===== src/rtl/mul_share_if.sv =====
// Requester-side bundle of the shared multiplier arbiter: operand requests in, grants and products out.
// master = requester side, slave = arbiter side.
interface mul_share_if #(
  parameter int NREQ = 4
) ();
  logic [NREQ-1:0]    req;
  logic [32*NREQ-1:0] a_in;
  logic [32*NREQ-1:0] b_in;
  logic [NREQ-1:0]    gnt;
  logic [NREQ-1:0]    rsp_valid;
  logic [63:0]        rsp_data;

  modport master (output req, a_in, b_in, input gnt, rsp_valid, rsp_data);
  modport slave  (input req, a_in, b_in, output gnt, rsp_valid, rsp_data);
endinterface


===== src/rtl/mul_share_arbiter.sv =====
// Round-robin share of one LAT-deep pipelined multiplier; grant is same-cycle, product returns LAT cycles later.
// No backpressure: one issue per cycle, requesters must take rsp_valid unconditionally.
module mul_share_arbiter #(
  parameter int NREQ = 4,
  parameter int LAT  = 4,
  parameter int TAGW = 2,
  localparam int CW  = $clog2(LAT + 1)
) (
  input  logic          clk,
  input  logic          rst,
  input  logic          en,
  mul_share_if.slave    rq,
  output logic [31:0]   mul_a,
  output logic [31:0]   mul_b,
  input  logic [63:0]   mul_p,
  output logic [CW-1:0] inflight,
  output logic          busy
);

  logic [TAGW-1:0] prio;
  logic            gnt_any;
  logic [TAGW-1:0] gnt_idx;
  int              cand;
  logic [NREQ-1:0] gnt_oh;

  logic [LAT-1:0]  vld_pipe;
  logic [TAGW-1:0] tag_pipe [LAT];
  logic            retire;
  logic [NREQ-1:0] rsp_oh;

  // Search from prio upward, wrapping; the first hit wins.
  always_comb begin
    gnt_any = 1'b0;
    gnt_idx = '0;
    cand    = 0;
    if (en && rst) begin
      for (int k = 0; k < NREQ; k++) begin
        cand = int'(prio) + k;
        if (cand >= NREQ) cand = cand - NREQ;
        if (!gnt_any && rq.req[cand]) begin
          gnt_any = 1'b1;
          gnt_idx = TAGW'(cand);
        end
      end
    end
  end

  always_comb begin
    gnt_oh = '0;
    mul_a  = '0;
    mul_b  = '0;
    for (int i = 0; i < NREQ; i++) begin
      if (gnt_any && gnt_idx == TAGW'(i)) begin
        gnt_oh[i] = 1'b1;
        mul_a     = rq.a_in[32*i +: 32];
        mul_b     = rq.b_in[32*i +: 32];
      end
    end
  end

  assign rq.gnt = gnt_oh;
  assign retire = vld_pipe[LAT-1];

  always_ff @(posedge clk or negedge rst) begin
    if (!rst) begin
      prio     <= '0;
      vld_pipe <= '0;
      inflight <= '0;
      for (int k = 0; k < LAT; k++) tag_pipe[k] <= '0;
    end else begin
      if (gnt_any) begin
        if (int'(gnt_idx) == NREQ - 1) prio <= '0;
        else                           prio <= gnt_idx + 1'b1;
      end
      // Tag travels in lockstep with the operands through the multiplier.
      vld_pipe[0] <= gnt_any;
      tag_pipe[0] <= gnt_idx;
      for (int k = 1; k < LAT; k++) begin
        vld_pipe[k] <= vld_pipe[k-1];
        tag_pipe[k] <= tag_pipe[k-1];
      end
      if (gnt_any && !retire)      inflight <= inflight + 1'b1;
      else if (!gnt_any && retire) inflight <= inflight - 1'b1;
    end
  end

  always_comb begin
    rsp_oh = '0;
    for (int i = 0; i < NREQ; i++) begin
      if (retire && tag_pipe[LAT-1] == TAGW'(i)) rsp_oh[i] = 1'b1;
    end
  end

  assign rq.rsp_valid = rsp_oh;
  assign rq.rsp_data  = retire ? mul_p : 64'd0;
  assign busy         = (inflight != '0);

endmodule

===== src/flat_wrapper.sv =====
// flat-port wrapper written by rule: the top's interface ports become plain ports
module mul_share_arbiter_flat 
#(
  parameter int NREQ = 4,
  parameter int LAT  = 4,
  parameter int TAGW = 2,
  localparam int CW  = $clog2(LAT + 1)
)
  (clk, rst, en, mul_a, mul_b, mul_p, inflight, busy, rq_req, rq_a_in, rq_b_in, rq_gnt, rq_rsp_valid, rq_rsp_data);
  mul_share_if #(.NREQ(NREQ)) rq_i ();
  input  logic clk;
  input  logic rst;
  input  logic en;
  output logic [31:0] mul_a;
  output logic [31:0] mul_b;
  input  logic [63:0] mul_p;
  output logic [CW-1:0] inflight;
  output logic busy;
  input wire logic [$bits(rq_i.req)-1:0] rq_req;
  input wire logic [$bits(rq_i.a_in)-1:0] rq_a_in;
  input wire logic [$bits(rq_i.b_in)-1:0] rq_b_in;
  output wire logic [$bits(rq_i.gnt)-1:0] rq_gnt;
  output wire logic [$bits(rq_i.rsp_valid)-1:0] rq_rsp_valid;
  output wire logic [$bits(rq_i.rsp_data)-1:0] rq_rsp_data;
  assign rq_i.req = rq_req;
  assign rq_i.a_in = rq_a_in;
  assign rq_i.b_in = rq_b_in;
  assign rq_gnt = rq_i.gnt;
  assign rq_rsp_valid = rq_i.rsp_valid;
  assign rq_rsp_data = rq_i.rsp_data;
  mul_share_arbiter #(.NREQ(NREQ), .LAT(LAT), .TAGW(TAGW)) u_core (.clk(clk), .rst(rst), .en(en), .rq(rq_i), .mul_a(mul_a), .mul_b(mul_b), .mul_p(mul_p), .inflight(inflight), .busy(busy));
endmodule

===== config.mk =====
export PLATFORM = sky130hd
export DESIGN_NAME = mul_share_arbiter_flat
export DESIGN_NICKNAME = d
export VERILOG_FILES = /design/src/rtl/mul_share_if.sv /design/src/rtl/mul_share_arbiter.sv /design/src/flat_wrapper.sv
export SDC_FILE = /design/constraint.sdc
export NUM_CORES = 1
export LEC_CHECK = 0
export CELL_PAD_IN_SITES_DETAIL_PLACEMENT = 0
export CELL_PAD_IN_SITES_GLOBAL_PLACEMENT = 1
export CORE_AREA = 2 2 183 185
export DETAILED_ROUTE_END_ITERATION = 12
export DIE_AREA = 0 0 185 187
export GPL_TIMING_DRIVEN = 0
export PLACE_DENSITY_LB_ADDON = 0.1
export SLEW_MARGIN = 0
export SYNTH_ARGS = -nofsm -noshare
export SYNTH_HDL_FRONTEND = slang
export SYNTH_SLANG_ARGS = --single-unit
export TNS_END_PERCENT = 100

===== constraint.sdc =====
create_clock -name clk -period 3.4 [get_ports clk]
set_clock_uncertainty 0.1 [all_clocks]
set_input_delay 0.68 -clock clk [delete_from_list [all_inputs] [get_ports clk]]
set_output_delay 0.68 -clock clk [all_outputs]
set_load 0.005 [all_outputs]

; ---- Word-level counts from Yosys, hierarchy flattened
; Cells that the tools add are included.
[classes]
bitwise = 0
n_eq_ne = 7
n_reduce_logical = 23
n_mul = 0
shifts = 0
muxes = 53
add_sub_neg = 10
div_mod_pow = 0
magnitude_cmp = 8
[op_table]
columns = operator, n
row1 = $mux 32, 16
row2 = $lt 32x4->1 const B, 4
row3 = $ge 32x4->1 const B, 3
row4 = $sub 32x4->32 const B, 3
row5 = $mux 64, 1
row6 = $mux 1, 24
row7 = $logic_and 1x1->1, 14
row8 = $mux 2, 6
row9 = $bmux 1 s2, 4
row10 = $eq 2x2->1 const B, 4
row11 = $add 2x2->3 const B, 2
row12 = $eq 2x1->1 const B, 3
row13 = $mux 3, 2
row14 = $logic_not 1->1, 5
row15 = $logic_not 2->1, 2
row16 = $sub 2x3->4 const B, 1
row17 = $add 2x1->3 const B, 1
row18 = $add 3x1->3 const B, 1
row19 = $ge 2x3->1 const B, 1
row20 = $reduce_bool 3->1, 1
row21 = $sub 3x1->3 const B, 1
row22 = $add 2x1->2 const B, 1
row23 = $reduce_bool 2->1, 1
[totals]
memories = 0
mem_bits_rw = 0
out_inout_bits = 140
wordCells = 108
mem_bits_ro = 0
latch_bits = 0
regBits = 17

; ---- Depth between registers and ports, before layout
[depth]
ltp_word = 26
depth_mapped = 12
ltp_nobuf = 9

; ---- Least setup slack after synthesis
; No wires, ideal clock.
[synth_path]
path_kind = input to output
start = input rq_req[2]
end = output mul_b[26]
path_buffers = 2
t_arrival_ps = 2487
path_slack_ps = 133
stages = 10
path_cell_list = o41ai_4 -> a31oi_1 -> and2_1 -> ha_1 -> nor2b_1 -> buf_2 -> buf_4 -> a221oi_1 -> a211o_1 -> a21oi_1
[synth_between]
elab_chain_cells = 23
elab_cells_between_ends = 43
[synth_lines]
columns = element, line
row1 = "start, declared", flat_wrapper.sv:19  ; input wire logic [$bits(rq_i.req)-1:0] rq_req;
row2 = $bmux 1 s2, mul_share_arbiter.sv:40  ; if (!gnt_any && rq.req[cand]) begin
row3 = $mux 1 (not written as such) (2 in a row), mul_share_arbiter.sv:40
row4 = $mux 1, mul_share_arbiter.sv:40
row5 = $mux 1, mul_share_arbiter.sv:36  ; if (en && rst) begin
row6 = $logic_not 1->1, mul_share_arbiter.sv:40
row7 = $logic_and 1x1->1, mul_share_arbiter.sv:40
row8 = $mux 1, mul_share_arbiter.sv:40
row9 = $mux 1, mul_share_arbiter.sv:36
row10 = (+5 left out), --
row11 = $logic_and 1x1->1, mul_share_arbiter.sv:40
row12 = $mux 2 (*), mul_share_arbiter.sv:40
row13 = $mux 2 (*), mul_share_arbiter.sv:36
row14 = named net u_core.gnt_idx[0], mul_share_arbiter.sv:22  ; logic [TAGW-1:0] gnt_idx;
row15 = $logic_not 2->1, mul_share_arbiter.sv:53  ; if (gnt_any && gnt_idx == TAGW'(i)) begin
row16 = $logic_and 1x1->1, mul_share_arbiter.sv:53
row17 = $mux 32 (3 in a row), mul_share_arbiter.sv:53
row18 = $mux 32 (*), mul_share_arbiter.sv:53
row19 = "end, declared", flat_wrapper.sv:15  ; output logic [31:0] mul_b;
; The timed path passes the listed nets; every way through them passes the cells marked *. The select of a mux whose other input is x is not followed.

; ---- Final worst setup path
[layout_path]
start = input rq_req[2]
end = output mul_a[30]
[layout_between]
elab_chain_cells = 23
elab_cells_between_ends = 43
[layout_lines]
columns = element, line
row1 = $bmux 1 s2, mul_share_arbiter.sv:40
row2 = $mux 1 (not written as such) (2 in a row), mul_share_arbiter.sv:40
row3 = $mux 1, mul_share_arbiter.sv:40
row4 = $mux 1, mul_share_arbiter.sv:36
row5 = $logic_not 1->1, mul_share_arbiter.sv:40
row6 = $logic_and 1x1->1, mul_share_arbiter.sv:40
row7 = $mux 1, mul_share_arbiter.sv:40
row8 = $mux 1, mul_share_arbiter.sv:36
row9 = (+5 left out), --
row10 = $logic_and 1x1->1, mul_share_arbiter.sv:40
row11 = $mux 2 (*), mul_share_arbiter.sv:40
row12 = $mux 2 (*), mul_share_arbiter.sv:36
row13 = named net u_core.gnt_idx[0], mul_share_arbiter.sv:22
row14 = $logic_not 2->1, mul_share_arbiter.sv:53
row15 = $logic_and 1x1->1, mul_share_arbiter.sv:53
row16 = $mux 32 (3 in a row), mul_share_arbiter.sv:53
row17 = $mux 32 (*), mul_share_arbiter.sv:53
row18 = "end, declared", flat_wrapper.sv:14  ; output logic [31:0] mul_a;
; Marked as above.

==> impl_summary.log <==
[metrics] sequential element share of the synthesized area: between 10% and 20%
[metrics] growth of design area from synthesis to finish: 194.5%
[metrics] number of sinks driven by the clock tree: 17
[metrics] gpl congestion: ~0.8
[metrics] Post-synth top cells: 71 x sky130_fd_sc_hd__nand2_1, 70 x sky130_fd_sc_hd__and2_1, 69 x sky130_fd_sc_hd__inv_1, 68 x sky130_fd_sc_hd__a21oi_1
[metrics] category of the worst setup path launch point: primary input
[metrics] Crit Path Max Fanout: 6
[metrics] layout cells sized above 1: approximately 28%
[metrics] violations in the final reports: setup timing
[metrics] max-capacitance violation count: 0
[metrics] Worst Reg2Reg Path Length in Cells: 6
[metrics] buffers from clock root to sink, at most: 2
[metrics] number of iterations in the first detailed-routing pass: 4
[metrics] fin. max-slew vios: 0
[metrics] top cells by area in the synthesized netlist: sky130_fd_sc_hd__a211o_1 17%, sky130_fd_sc_hd__a221oi_1 17%, sky130_fd_sc_hd__and2_1 13%, sky130_fd_sc_hd__dfrtp_1 13%, sky130_fd_sc_hd__a21oi_1 10%
[metrics] achievable clock frequency: 280.2 MHz
[metrics] Critical Setup Path Class: in -> out
[metrics] post-layout net count: 1357
[metrics] Pwr Total: around 2200 µW
[metrics] setup repair after global routing missed its margin: yes
[metrics] cell taking the most area after synthesis: sky130_fd_sc_hd__a211o_1
[metrics] average wire length per cell after detail routing: between 20 and 25 µm
[metrics] Reg2Reg Capture Point: u_core.inflight[1]
[metrics] actual slew at the worst max-slew pin: roughly 0.73 ns
[metrics] remaining antenna violation count after routing: 0
[metrics] CP Launch Point: rq_req[2]
[metrics] critical path required time: 2.62 ns
[metrics] number of synthesized flops with an enable pin: 0
[metrics] clock tree from TritonCTS: yes
[metrics] count of H-tree levels built during CTS: 1
[metrics] All-Layer GR Usage: between 15 and 20%
[metrics] overall die height: ~190 µm
[metrics] Remaining DRCs: 0
[metrics] Detail Placement HPWL: roughly 24000 µm
[metrics] endpoints failing setup: 63
[metrics] Hold Crit Class: reg -> reg
[metrics] portion of the clock cycle consumed by the worst path in the final layout: 105.0%
[metrics] flop and latch count out of synthesis: 17
[metrics] Crit path arrival time: approximately 2.8 ns
[metrics] Placement Rows: between 60 and 70
[metrics] clock latency on the worst-skew pair: ~0.25 ns
[metrics] clock root buffer master: sky130_fd_sc_hd__clkbuf_16
[metrics] routed vias: 5971
[metrics] relative slew slack: 51.61%
[metrics] count of mapped cells out of synthesis: around 500
[metrics] most numerous cell in the Yosys netlist: sky130_fd_sc_hd__nand2_1
[metrics] flip-flop cell with the highest count after synthesis: sky130_fd_sc_hd__dfrtp_1
[metrics] synthesized netlist net count: around 840
[metrics] async set or reset register ratio after synthesis: between 90% and 100%
[metrics] number of clock buffers inserted by TritonCTS: 3
[metrics] boundary pin count: about 470
[metrics] Post-Syn Area per Cell: ~6.6 µm²
[metrics] Worst setup endpoint: mul_a[30]
[metrics] kind of capture point of the worst setup path: output port
[metrics] post-route worst setup slack: -0.1694 ns
[metrics] Yosys top cell area share: ~17%
[metrics] result of the run: complete, but fails checks
[metrics] worst reg2reg startpoint: u_core.vld_pipe[3]
[metrics] Pleak: about 0.0042 µW
[metrics] endpoints failing hold: 0
[metrics] vias in the first global route: between 6000 and 7000
[metrics] Cell Area, Synth: between 3000 and 4000 µm²
[metrics] global-route wire length before repair: roughly 42000 µm
[metrics] shortest period the worst path allows: 3.569 ns
[metrics] floorplan die area: around 35000 µm²
[metrics] instance count after placement with tap cells included: between 1000 and 1500
[metrics] sum of overflow across all layers after global routing: 0
[metrics] antenna violations before repair: 3
[metrics] drt total wl: ~30000 µm
[metrics] maximum number of pins on one net before global-route repair: 18
[metrics] worst ir drop on vdd: roughly 130 µV
[metrics] final non-filler cell total: between 1000 and 1500
[metrics] total of buffers placed on input and output ports: approximately 470
[metrics] effective utilization at floorplan: around 10%
[metrics] power density over the cells: roughly 220 nW/µm²
[metrics] clock edge transition at the registers on the reported setup and hold paths: around 0.05 ns
[metrics] R2R setup slack: 1.22 ns
[metrics] die span in x: between 150 and 200 µm
[metrics] floorplan core area: approximately 33000 µm²
[metrics] initial drt markers: around 130
[metrics] total number of yosys warnings: 0
[metrics] per-cell via count in the routed design: just over 4
[metrics] count of different cell masters after synthesis: 28
[metrics] number of buffers inserted by hold repair at cts: 0
[metrics] worst hold slack: ~0.25 ns
-- power by group --
part / switching, µW / internal, µW / total (µW)
logic: 652 / 1060 / 1710
registers: 42.1 / 238 / 280
clock network: 76.0 / 157 / 233
total: 771 / 1450 / 2220
-- logic make-up (layout without fill, tap and decap cells) --
family	after synthesis	count (layout)	share of synthesized area (%)
flops	17	17	12.63
buf+inv	126	641	15.63
mux	1	1	0.3342
simple gates	153	153	22.87
fa+ha+maj	6	6	2.451
compound gates	202	202	45.30
other cells	0	1	0
xor+xnor	3	3	0.7799
-- cell type report --
cell class / count / area, µm²
well taps: 448 / 560.5
diodes: 1 / 2.502
clock inverters: 1 / 5.005
inverters: 69 / 259.0
fillers: 3605 / 22940
clock buffers: 3 / 75.07
flip-flops and latches: 17 / 426.7
multi-input cells: 365 / 3094
repair buffers: 514 / 4915
plain buffers: 54 / 586.8
-- per-stage QoR --
| stage | instance area, µm² | setup TNS [ns] | setup WS (ns) | utilization [%] |
|---|---|---|---|---|
| 2_1_floorplan | 3369 | 0 | 0.1329 | - |
| 3_3_place_gp | 8594 | -147.99 | -2.356 | 26.15 |
| 3_5_place_dp | 8594 | -148.65 | -2.370 | 26.15 |
| 4_1_cts | 9712 | -9.889 | -0.2396 | 29.55 |
| 5_1_grt | 9925 | -12.55 | -0.2938 | 30.20 |
| 6_report | 9925 | -4.698 | -0.1694 | 30.20 |
-- what timing repair did --
action / CTS / global route
pin swaps: 69 / 50
buffers inserted: 30 / 15
gates resized for setup: 508 / 51
endpoints found under the setup margin: 70 / 66
gates cloned: 7 / 1
-- worst max-delay path, cell delays in order --
cell and delay [ns]:
sky130_fd_sc_hd__buf_8 0.10, sky130_fd_sc_hd__o41ai_4 0.39, sky130_fd_sc_hd__a31oi_2 0.09, sky130_fd_sc_hd__and2_4 0.17
sky130_fd_sc_hd__ha_4 0.17, sky130_fd_sc_hd__nor2b_4 0.14, sky130_fd_sc_hd__buf_12 0.14, sky130_fd_sc_hd__buf_12 0.14
sky130_fd_sc_hd__buf_12 0.12, sky130_fd_sc_hd__a221oi_2 0.05, sky130_fd_sc_hd__a211o_1 0.29, sky130_fd_sc_hd__a21oi_2 0.14
sky130_fd_sc_hd__buf_2 0.15
-- how the worst min path moves through the flow --
stage / to / slack (ns) / from / depth (start not counted)
after detailed placement: u_core.vld_pipe[1] / 0.24 / u_core.vld_pipe[0] / 0
after global placement: u_core.vld_pipe[1] / 0.23 / u_core.vld_pipe[0] / 0
final: u_core.vld_pipe[1] / 0.25 / u_core.vld_pipe[0] / 0
after CTS: u_core.vld_pipe[1] / 0.25 / u_core.vld_pipe[0] / 0
after global routing: u_core.tag_pipe[1] / 0.25 / u_core.tag_pipe[3] / 0
after floorplan: u_core.tag_pipe[0] / 0.23 / u_core.tag_pipe[2] / 0
-- layout by cell type (no fill, tap or decap), types with 8 or more instances in the layout --
cell type,netlist,routed
sky130_fd_sc_hd__clkdlybuf4s50_1,0,395
sky130_fd_sc_hd__nand2_1,71,70
sky130_fd_sc_hd__inv_1,69,68
sky130_fd_sc_hd__and2_1,70,68
sky130_fd_sc_hd__a211o_1,64,64
sky130_fd_sc_hd__buf_2,13,59
sky130_fd_sc_hd__a221oi_2,0,58
sky130_fd_sc_hd__buf_4,10,41
sky130_fd_sc_hd__a21oi_2,0,40
sky130_fd_sc_hd__a21oi_1,68,28
sky130_fd_sc_hd__dfrtp_1,17,16
sky130_fd_sc_hd__buf_12,0,15
sky130_fd_sc_hd__buf_6,0,15
sky130_fd_sc_hd__clkbuf_8,0,12
sky130_fd_sc_hd__clkbuf_1,34,11
sky130_fd_sc_hd__clkbuf_4,0,8
-- metal layers --
metal | up-vias | routed length (µm) | GRT usage [%]
li1 | 2846 | - | -
met1 | 2813 | 10240 | 16.10
met2 | 298 | 16470 | 33.43
met3 | 10 | 2859 | 5.160
met4 | 4 | 125 | 1.343
met5 | - | 30 | 0
-- state kept, by name, summed over array words and instances (netlist names) --
register / count
u_core.tag_pipe: 8
u_core.vld_pipe: 4
u_core.inflight: 3
u_core.prio: 2
No activity file was read; power rests on OpenSTA's default activity.
